===== src/rtl/mem_bus_arbiter_if.sv =====
// Bus bundle between the two cache controllers, the arbiter and main memory.
// The master view belongs to the arbiter. The slave view is the
// environment side, which holds both requesters and the memory model.
interface mem_bus_arbiter_if #(
  parameter int AW = 16,
  parameter int DW = 32
);
  logic          req0_strobe;
  logic          req0_rw;
  logic [AW-1:0] req0_addr;
  logic [DW-1:0] req0_wdata;
  logic          req0_rdy;
  logic          req1_strobe;
  logic          req1_rw;
  logic [AW-1:0] req1_addr;
  logic [DW-1:0] req1_wdata;
  logic          req1_rdy;
  logic [DW-1:0] rdata;
  logic          mem_strobe;
  logic          mem_rw;
  logic [AW-1:0] mem_addr;
  logic [DW-1:0] mem_wdata;
  logic [DW-1:0] mem_rdata;
  logic          grant;
  logic          busy;

  modport master (
    input  req0_strobe, req0_rw, req0_addr, req0_wdata,
    input  req1_strobe, req1_rw, req1_addr, req1_wdata,
    input  mem_rdata,
    output req0_rdy, req1_rdy, rdata,
    output mem_strobe, mem_rw, mem_addr, mem_wdata,
    output grant, busy
  );

  modport slave (
    output req0_strobe, req0_rw, req0_addr, req0_wdata,
    output req1_strobe, req1_rw, req1_addr, req1_wdata,
    output mem_rdata,
    input  req0_rdy, req1_rdy, rdata,
    input  mem_strobe, mem_rw, mem_addr, mem_wdata,
    input  grant, busy
  );
endinterface


===== src/rtl/mem_bus_arbiter.sv =====
// Round-robin arbiter that shares one main-memory port between the I-side
// controller (requester 0) and the D-side controller (requester 1).
// Each access runs IDLE -> ISSUE -> WAIT -> DONE. The memory latency is
// counted inside this block, because the memory gives no ready signal.
module mem_bus_arbiter #(
  parameter int AW      = 16,
  parameter int DW      = 32,
  parameter int MEM_LAT = 4
) (
  input logic               clk,
  input logic               reset,
  mem_bus_arbiter_if.master bus
);

  typedef enum logic [1:0] {IDLE, ISSUE, WAIT, DONE} state_t;

  // The counter is loaded with MEM_LAT-1 and counts down to 0.
  // WAIT therefore lasts MEM_LAT cycles, and its last cycle is when mem_rdata is valid.
  localparam logic [7:0] CNT_INIT = 8'(MEM_LAT - 1);

  state_t        state_q, state_d;
  logic [7:0]    cnt_q, cnt_d;
  logic          lastGrant_q, lastGrant_d;
  logic          grant_q, grant_d;
  logic          cmdRw_q, cmdRw_d;
  logic [AW-1:0] cmdAddr_q, cmdAddr_d;
  logic [DW-1:0] cmdWdata_q, cmdWdata_d;
  logic [DW-1:0] rdata_q, rdata_d;
  logic          winner;

  // State and datapath registers. Reset abandons any access in flight.
  // lastGrant starts at 1 so that requester 0 wins the first contested arbitration.
  always_ff @(posedge clk or posedge reset) begin
    if (reset) begin
      state_q     <= IDLE;
      cnt_q       <= '0;
      lastGrant_q <= 1'b1;
      grant_q     <= 1'b0;
      cmdRw_q     <= 1'b0;
      cmdAddr_q   <= '0;
      cmdWdata_q  <= '0;
      rdata_q     <= '0;
    end else begin
      state_q     <= state_d;
      cnt_q       <= cnt_d;
      lastGrant_q <= lastGrant_d;
      grant_q     <= grant_d;
      cmdRw_q     <= cmdRw_d;
      cmdAddr_q   <= cmdAddr_d;
      cmdWdata_q  <= cmdWdata_d;
      rdata_q     <= rdata_d;
    end
  end

  // Next-state logic. Requester inputs are only looked at in IDLE.
  // Once a command is latched, it is unaffected by later input changes.
  always_comb begin
    state_d     = state_q;
    cnt_d       = cnt_q;
    lastGrant_d = lastGrant_q;
    grant_d     = grant_q;
    cmdRw_d     = cmdRw_q;
    cmdAddr_d   = cmdAddr_q;
    cmdWdata_d  = cmdWdata_q;
    rdata_d     = rdata_q;
    winner      = 1'b0;

    unique case (state_q)
      IDLE: begin
        if (bus.req0_strobe || bus.req1_strobe) begin
          if (bus.req0_strobe && bus.req1_strobe) begin
            winner = ~lastGrant_q;
          end else begin
            winner = bus.req1_strobe;
          end
          grant_d    = winner;
          cmdRw_d    = winner ? bus.req1_rw    : bus.req0_rw;
          cmdAddr_d  = winner ? bus.req1_addr  : bus.req0_addr;
          cmdWdata_d = winner ? bus.req1_wdata : bus.req0_wdata;
          state_d    = ISSUE;
        end
      end
      ISSUE: begin
        cnt_d   = CNT_INIT;
        state_d = WAIT;
      end
      WAIT: begin
        if (cnt_q == 8'd0) begin
          if (cmdRw_q) begin
            rdata_d = bus.mem_rdata;
          end
          state_d = DONE;
        end else begin
          cnt_d = cnt_q - 8'd1;
        end
      end
      DONE: begin
        lastGrant_d = grant_q;
        state_d     = IDLE;
      end
      default: state_d = IDLE;
    endcase
  end

  assign bus.mem_strobe = (state_q == ISSUE);
  assign bus.mem_rw     = cmdRw_q;
  assign bus.mem_addr   = cmdAddr_q;
  assign bus.mem_wdata  = cmdWdata_q;
  assign bus.req0_rdy   = (state_q == DONE) && !grant_q;
  assign bus.req1_rdy   = (state_q == DONE) && grant_q;
  assign bus.rdata      = rdata_q;
  assign bus.grant      = grant_q;
  assign bus.busy       = (state_q != IDLE);

endmodule

===== src/flat_wrapper.sv =====
// flat-port wrapper written by rule: the top's interface ports become plain ports
module mem_bus_arbiter_flat 
#(
  parameter int AW      = 16,
  parameter int DW      = 32,
  parameter int MEM_LAT = 4
)
  (clk, reset, bus_req0_strobe, bus_req0_rw, bus_req0_addr, bus_req0_wdata, bus_req1_strobe, bus_req1_rw, bus_req1_addr, bus_req1_wdata, bus_mem_rdata, bus_req0_rdy, bus_req1_rdy, bus_rdata, bus_mem_strobe, bus_mem_rw, bus_mem_addr, bus_mem_wdata, bus_grant, bus_busy);
  mem_bus_arbiter_if #(.AW(AW), .DW(DW)) bus_i ();
  input logic clk;
  input logic reset;
  input wire logic [$bits(bus_i.req0_strobe)-1:0] bus_req0_strobe;
  input wire logic [$bits(bus_i.req0_rw)-1:0] bus_req0_rw;
  input wire logic [$bits(bus_i.req0_addr)-1:0] bus_req0_addr;
  input wire logic [$bits(bus_i.req0_wdata)-1:0] bus_req0_wdata;
  input wire logic [$bits(bus_i.req1_strobe)-1:0] bus_req1_strobe;
  input wire logic [$bits(bus_i.req1_rw)-1:0] bus_req1_rw;
  input wire logic [$bits(bus_i.req1_addr)-1:0] bus_req1_addr;
  input wire logic [$bits(bus_i.req1_wdata)-1:0] bus_req1_wdata;
  input wire logic [$bits(bus_i.mem_rdata)-1:0] bus_mem_rdata;
  output wire logic [$bits(bus_i.req0_rdy)-1:0] bus_req0_rdy;
  output wire logic [$bits(bus_i.req1_rdy)-1:0] bus_req1_rdy;
  output wire logic [$bits(bus_i.rdata)-1:0] bus_rdata;
  output wire logic [$bits(bus_i.mem_strobe)-1:0] bus_mem_strobe;
  output wire logic [$bits(bus_i.mem_rw)-1:0] bus_mem_rw;
  output wire logic [$bits(bus_i.mem_addr)-1:0] bus_mem_addr;
  output wire logic [$bits(bus_i.mem_wdata)-1:0] bus_mem_wdata;
  output wire logic [$bits(bus_i.grant)-1:0] bus_grant;
  output wire logic [$bits(bus_i.busy)-1:0] bus_busy;
  assign bus_i.req0_strobe = bus_req0_strobe;
  assign bus_i.req0_rw = bus_req0_rw;
  assign bus_i.req0_addr = bus_req0_addr;
  assign bus_i.req0_wdata = bus_req0_wdata;
  assign bus_i.req1_strobe = bus_req1_strobe;
  assign bus_i.req1_rw = bus_req1_rw;
  assign bus_i.req1_addr = bus_req1_addr;
  assign bus_i.req1_wdata = bus_req1_wdata;
  assign bus_i.mem_rdata = bus_mem_rdata;
  assign bus_req0_rdy = bus_i.req0_rdy;
  assign bus_req1_rdy = bus_i.req1_rdy;
  assign bus_rdata = bus_i.rdata;
  assign bus_mem_strobe = bus_i.mem_strobe;
  assign bus_mem_rw = bus_i.mem_rw;
  assign bus_mem_addr = bus_i.mem_addr;
  assign bus_mem_wdata = bus_i.mem_wdata;
  assign bus_grant = bus_i.grant;
  assign bus_busy = bus_i.busy;
  mem_bus_arbiter #(.AW(AW), .DW(DW), .MEM_LAT(MEM_LAT)) u_core (.clk(clk), .reset(reset), .bus(bus_i));
endmodule

===== config.mk =====
export PLATFORM = sky130hd
export DESIGN_NAME = mem_bus_arbiter_flat
export DESIGN_NICKNAME = d
export VERILOG_FILES = /design/src/rtl/mem_bus_arbiter_if.sv /design/src/rtl/mem_bus_arbiter.sv /design/src/flat_wrapper.sv
export SDC_FILE = /design/constraint.sdc
export NUM_CORES = 1
export LEC_CHECK = 0
export BUFFER_PORTS_ARGS = -buffer_cell sky130_fd_sc_hd__buf_2
export CORE_ASPECT_RATIO = 1.5
export CORE_UTILIZATION = 40
export DETAILED_ROUTE_END_ITERATION = 8
export GPL_TIMING_DRIVEN = 0
export MAX_ROUTING_LAYER = met4
export PLACE_DENSITY = 0.82
export SETUP_SLACK_MARGIN = 0.1
export SYNTH_ARGS = -nofsm -noshare
export SYNTH_HDL_FRONTEND = slang
export SYNTH_SLANG_ARGS = --single-unit

===== constraint.sdc =====
create_clock -name clk -period 4.5 [get_ports clk]
set_input_delay 0.9 -clock clk [delete_from_list [all_inputs] [get_ports clk]]
set_output_delay 0.9 -clock clk [all_outputs]
set_load 0.01 [all_outputs]

# ---- After elaboration in Yosys (flattened, before gate mapping)
# Cells that the tools add are included.
dict set report word_totals {
  register_bits 93
  out_inout_bits 86
  word_cells 40
}
dict set report classes {
  n_addsub 1
  n_eq_ne 6
  muxes 11
  bitwise_logic 1
  reduce_logical 13
}
# op count
set ops {}
lappend ops {{$mux 32} 1}
lappend ops {{$mux 16} 1}
lappend ops {{$pmux 8 s2} 1}
lappend ops {{$logic_not 8->1} 1}
lappend ops {{$mux 8} 1}
lappend ops {{$pmux 2 s4} 1}
lappend ops {{$sub 8x1->8 const B} 1}
lappend ops {{$reduce_and 2->1} 3}
lappend ops {{$eq 2x2->1 const B} 2}
lappend ops {{$mux 1} 4}
lappend ops {{$mux 2} 2}
lappend ops {{$ne 2x1->1 const B} 2}
lappend ops {{$reduce_bool 2->1} 2}
lappend ops {{$logic_and 1x1->1} 3}
lappend ops {{$reduce_and 3->1} 1}
lappend ops {{$eq 2x1->1 const B} 1}
lappend ops {{$logic_not 2->1} 1}
lappend ops {{$ne 2x2->1 const B} 1}
lappend ops {{$logic_not 1->1} 1}
lappend ops {{$logic_or 1x1->1} 1}
lappend ops {{$not 1->1} 1}

# ---- Longest topological paths before layout
dict set report logic_depth {
  ltp_word 5
  mapped_depth 7
  ltp_nobuf 5
}

# ---- Worst setup path before layout
# No wires, ideal clock.
dict set report synth_path {
  path_kind {input port to flip-flop}
  start {in bus_req1_strobe}
  end {reg u_core.cmdAddr_q[0], in the netlist u_core.bus.mem_addr[0]}
  setup_ns 0.083
  t_arrival_ns 1.917
  slack_ns 2.501
  path_stages 5
  n_path_buf 2
  cell_sequence {o21ai_1 -> clkbuf_1 -> clkbuf_1 -> nand2_1 -> o21ai_0}
}
dict set report synth_between {
  elab_chain_cells 5
  word_cells_on_any_way 7
}
# item line
set synth_rtl {}
lappend synth_rtl {{from (decl)} flat_wrapper.sv:16} ;# input wire logic [$bits(bus_i.req1_strobe)-1:0] bus_req1_strobe;
lappend synth_rtl {{$logic_and 1x1->1} mem_bus_arbiter.sv:71} ;# if (bus.req0_strobe && bus.req1_strobe) begin
lappend synth_rtl {{$mux 1} mem_bus_arbiter.sv:71}
lappend synth_rtl {{$mux 1} mem_bus_arbiter.sv:70} ;# if (bus.req0_strobe || bus.req1_strobe) begin
lappend synth_rtl {{$mux 1} mem_bus_arbiter.sv:68} ;# unique case (state_q)
lappend synth_rtl {{$mux 16} mem_bus_arbiter.sv:78} ;# cmdAddr_d = winner ? bus.req1_addr : bus.req0_addr;
lappend synth_rtl {{to (signal assigned)} mem_bus_arbiter.sv:49} ;# cmdAddr_q <= cmdAddr_d;
lappend synth_rtl {{to (decl)} mem_bus_arbiter.sv:26} ;# logic [AW-1:0] cmdAddr_q, cmdAddr_d;
# Several ways; a longest one is shown, not always the timed one. The select of a mux whose other input is x is not followed.
# A chain may end at the register's enable or synchronous reset.

# ---- Worst setup path after layout
dict set report layout_path {
  start {in bus_req1_strobe}
  end {reg u_core.cmdAddr_q[1], in the netlist u_core.bus.mem_addr[1]}
}
# The elaborated chain is that of the path after synthesis.

==> impl_metrics.json <==
{
  "max_freq_ghz": 0.421,
  "worst_slack_ns": 2.12,
  "grt_usage": 0.203,
  "hold_path_class": "flip-flop to flip-flop",
  "setup_violations": 0,
  "r2r_setup_slack_ns": 2.21,
  "num_antenna_cells": 0,
  "status": "finished, final reports clean",
  "grt_pass1_wl_um": 16800,
  "cp.required_ns": 4.74,
  "cts.sinks": 93,
  "routedWlPerCell_um": 15.4,
  "finish.net_count": 729,
  "cpPeakStageDelay_ns": 0.53,
  "rr_endpoint": "u_core.bus.mem_addr[1]",
  "port-buffer-count": 219,
  "synth-seq-area-share": 0.540,
  "peakVddDrop_mv": 0.246,
  "cp_slowest_cell": "o21ai_1",
  "drc": 0,
  "cp-start-kind": "input port",
  "slew_headroom": 0.563,
  "path_max_fanout": 10,
  "hold_depth": 2,
  "place_hpwl_um": 8710,
  "critPathTopFamily": "buffers and inverters",
  "core-area_um2": 10500,
  "gp_congestion": 0.812,
  "layout_common_cells": "buf_2, dfrtp_1, nand2_1, mux2i_1, o21ai_0",
  "hold_viol": 0,
  "antenna_found_initial": 0,
  "htree_levels": 3,
  "rows": 46,
  "worstPathCellList": "buf_2 > o21ai_1 > clkbuf_1 > clkbuf_1 > nand2_1 > o21ai_0",
  "ys_seq_elements": 93,
  "dr.first_iter.drc_count": 105,
  "areaGrowthSynthToFinish_pct": 37.4,
  "crit_type": "input port to flip-flop",
  "clk_pin_slew_worst_paths_ns": 0.06,
  "antenna_left": 0,
  "ctsHoldBuffers": 0,
  "drv_cap": 0,
  "syn_inst": 357,
  "hp-start": "u_core.bus.mem_wdata[17]",
  "slew_viol_final": 0,
  "drive_gt1_frac": 0.480,
  "preCtsSetupSlack_ns": 1.69,
  "avgViaCountPerCell": 4.94,
  "cp_common_cell": "clkbuf_1",
  "syn_nets": 498,
  "initial_core_util": 0.409,
  "hold_path_end": "u_core.bus.mem_wdata[17]",
  "avgSynthCellArea_um2": 12.1,
  "p_leak_uw": 0.00319,
  "finalSetupTns_ns": 0,
  "cts_buffers": 9,
  "timing.final.crit_share": 0.528,
  "die_width_um": 86.8,
  "worst_slew_pin_slew_ns": 0.650,
  "syn_area_um2": 4310,
  "critical_path_buf_inv_count": 3,
  "r2r_start": "u_core.state_q[1]",
  "drtPass1Iterations": 4,
  "grt_max_degree": 72,
  "endpoint_kind": "flip-flop",
  "cp.arrival_ns": 2.61,
  "die_y_um": 129,
  "cellPowerDensity_nw_per_um2": 664,
  "cts-root-buf": "clkbuf_16",
  "layout_commonest_cell": "buf_2",
  "startpoint": "bus_req1_strobe",
  "yosysWarnings": 0,
  "fill_cells": 889,
  "clock_skew_ns": 0.00662,
  "post_cts_resized": 0,
  "die_area_um2": 11200,
  "worstSkewPairLatency_ns": 0.33,
  "rsz0062_at_grt": "false",
  "cts_tree": "yes",
  "post_cts_buffers": 0,
  "grt_pass1_vias": 3507,
  "dr_total_vias": 3638,
  "reg2reg_depth": 7,
  "wirelength_um": 11300,
  "clockBufferDepth": 2,
  "pin_count": 220,
  "grt-ovfl-total": 0,
  "layout_min_cycle_time_ns": 2.38,
  "ys_types": 37
}
## worst max path at each step
stage                              endpoint  slack, ns  cells after the start
finish               u_core.bus.mem_addr[1]       2.12                      6
global route         u_core.bus.mem_addr[1]       1.86                      6
CTS                  u_core.bus.mem_addr[1]       2.05                      6
detailed placement   u_core.bus.mem_addr[1]       1.69                      6
global placement    u_core.bus.mem_addr[10]       0.24                      2
floorplan                  u_core.bus.grant       1.18                      1
## state kept, by name (all words and copies together) (netlist names)
register	flops
u_core.bus.grant	1
u_core.bus.mem_addr	16
u_core.bus.mem_rw	1
u_core.bus.mem_wdata	32
u_core.bus.rdata	32
u_core.cnt_q	8
u_core.lastGrant_q	1
u_core.state_q	2
## cell usage after synthesis (all sizes together)
master	instances	share of area
dfrtp	92	0.53
nand2	55	0.048
o21ai	52	0.060
mux2i	51	0.12
mux2	35	0.12
clkbuf	12	0.010
buf	8	0.014
inv	8	0.0070
ha	7	0.020
nor2	4	0.0035
o211ai	3	0.0052
a21oi	2	0.0023
nand4	2	0.0064
nor2b	2	0.0029
nor3	2	0.0023
o311ai	2	0.0041
o41ai	2	0.0041
or3b	2	0.0041
or4	2	0.0035
a21boi	1	0.0017
a22o	1	0.0020
a2bb2oi	1	0.0020
a31oi	1	0.0015
and2	1	0.0015
and3	1	0.0015
dfstp	1	0.0061
nand2b	1	0.0015
nand3	1	0.0012
nor3b	1	0.0029
nor4	1	0.0049
o2111ai	1	0.0020
o31ai	1	0.0017
or2	1	0.0015
## kinds of logic after synthesis
| logic type | count (synthesis) | synth area share |
|---|---|---|
| AND/OR/NAND/NOR | 76 | 0.0853 |
| buffers and inverters | 28 | 0.0311 |
| multiplexers | 86 | 0.236 |
| AO/OA/AOI/OAI | 67 | 0.0871 |
| flip-flops | 93 | 0.540 |
| adder cells (fa/ha/maj) | 7 | 0.0203 |
## metrics by stage
step / cells / power [µW] / hold WS [ns] / cell area, µm² / util
final: 736 / 3930 / 0.476 / 5920 / 0.562
after global routing: 736 / 4210 / 0.500 / 5920 / 0.562
after CTS: 736 / 3970 / 0.478 / 5920 / 0.562
after detailed placement: 721 / 3170 / 0.465 / 5620 / 0.533
after global placement: 720 / 3090 / 0.460 / 5590 / 0.530
after floorplan: 357 / 2470 / 0.490 / 4310 / -
## worst min-delay path: cells and delay by family, from the launching register on
| family | cells | cell delay (ns) |
|---|---|---|
| compound gates | 1 | 0.06 |
| flops | 1 | 0.34 |
| simple gates | 1 | 0.04 |
## routing by layer
layer | up-vias | routed length [µm] | part of all wire | track usage
met3 | 31 | 507 | 0.045 | 0.0357
met2 | 141 | 6100 | 0.54 | 0.359
met5 | - | 0 | 0 | -
li1 | 1714 | - | - | -
met4 | 0 | 359 | 0.032 | 0.114
met1 | 1752 | 4330 | 0.38 | 0.212
## layout make-up
class / count / area, µm² / share of cell area
plain buffers: 20 / 104 / 0.0175
clock buffers: 11 / 233 / 0.0393
well taps: 144 / 180 / 0.0304
repair buffers: 220 / 1120 / 0.190
inverters: 8 / 32.5 / 0.00549
flip-flops and latches: 93 / 2330 / 0.393
clock inverters: 4 / 73.8 / 0.0125
multi-input cells: 236 / 1850 / 0.312
## power breakdown
| group | leakage, µW | switching [µW] | internal, µW |
|---|---|---|---|
| Sequential | 0.00113 | 243 | 1250 |
| Combinational | 0.00191 | 892 | 764 |
| Clock | 0.000150 | 302 | 484 |
| Total | 0.00319 | 1440 | 2500 |
(Power assumes the default switching activity.)
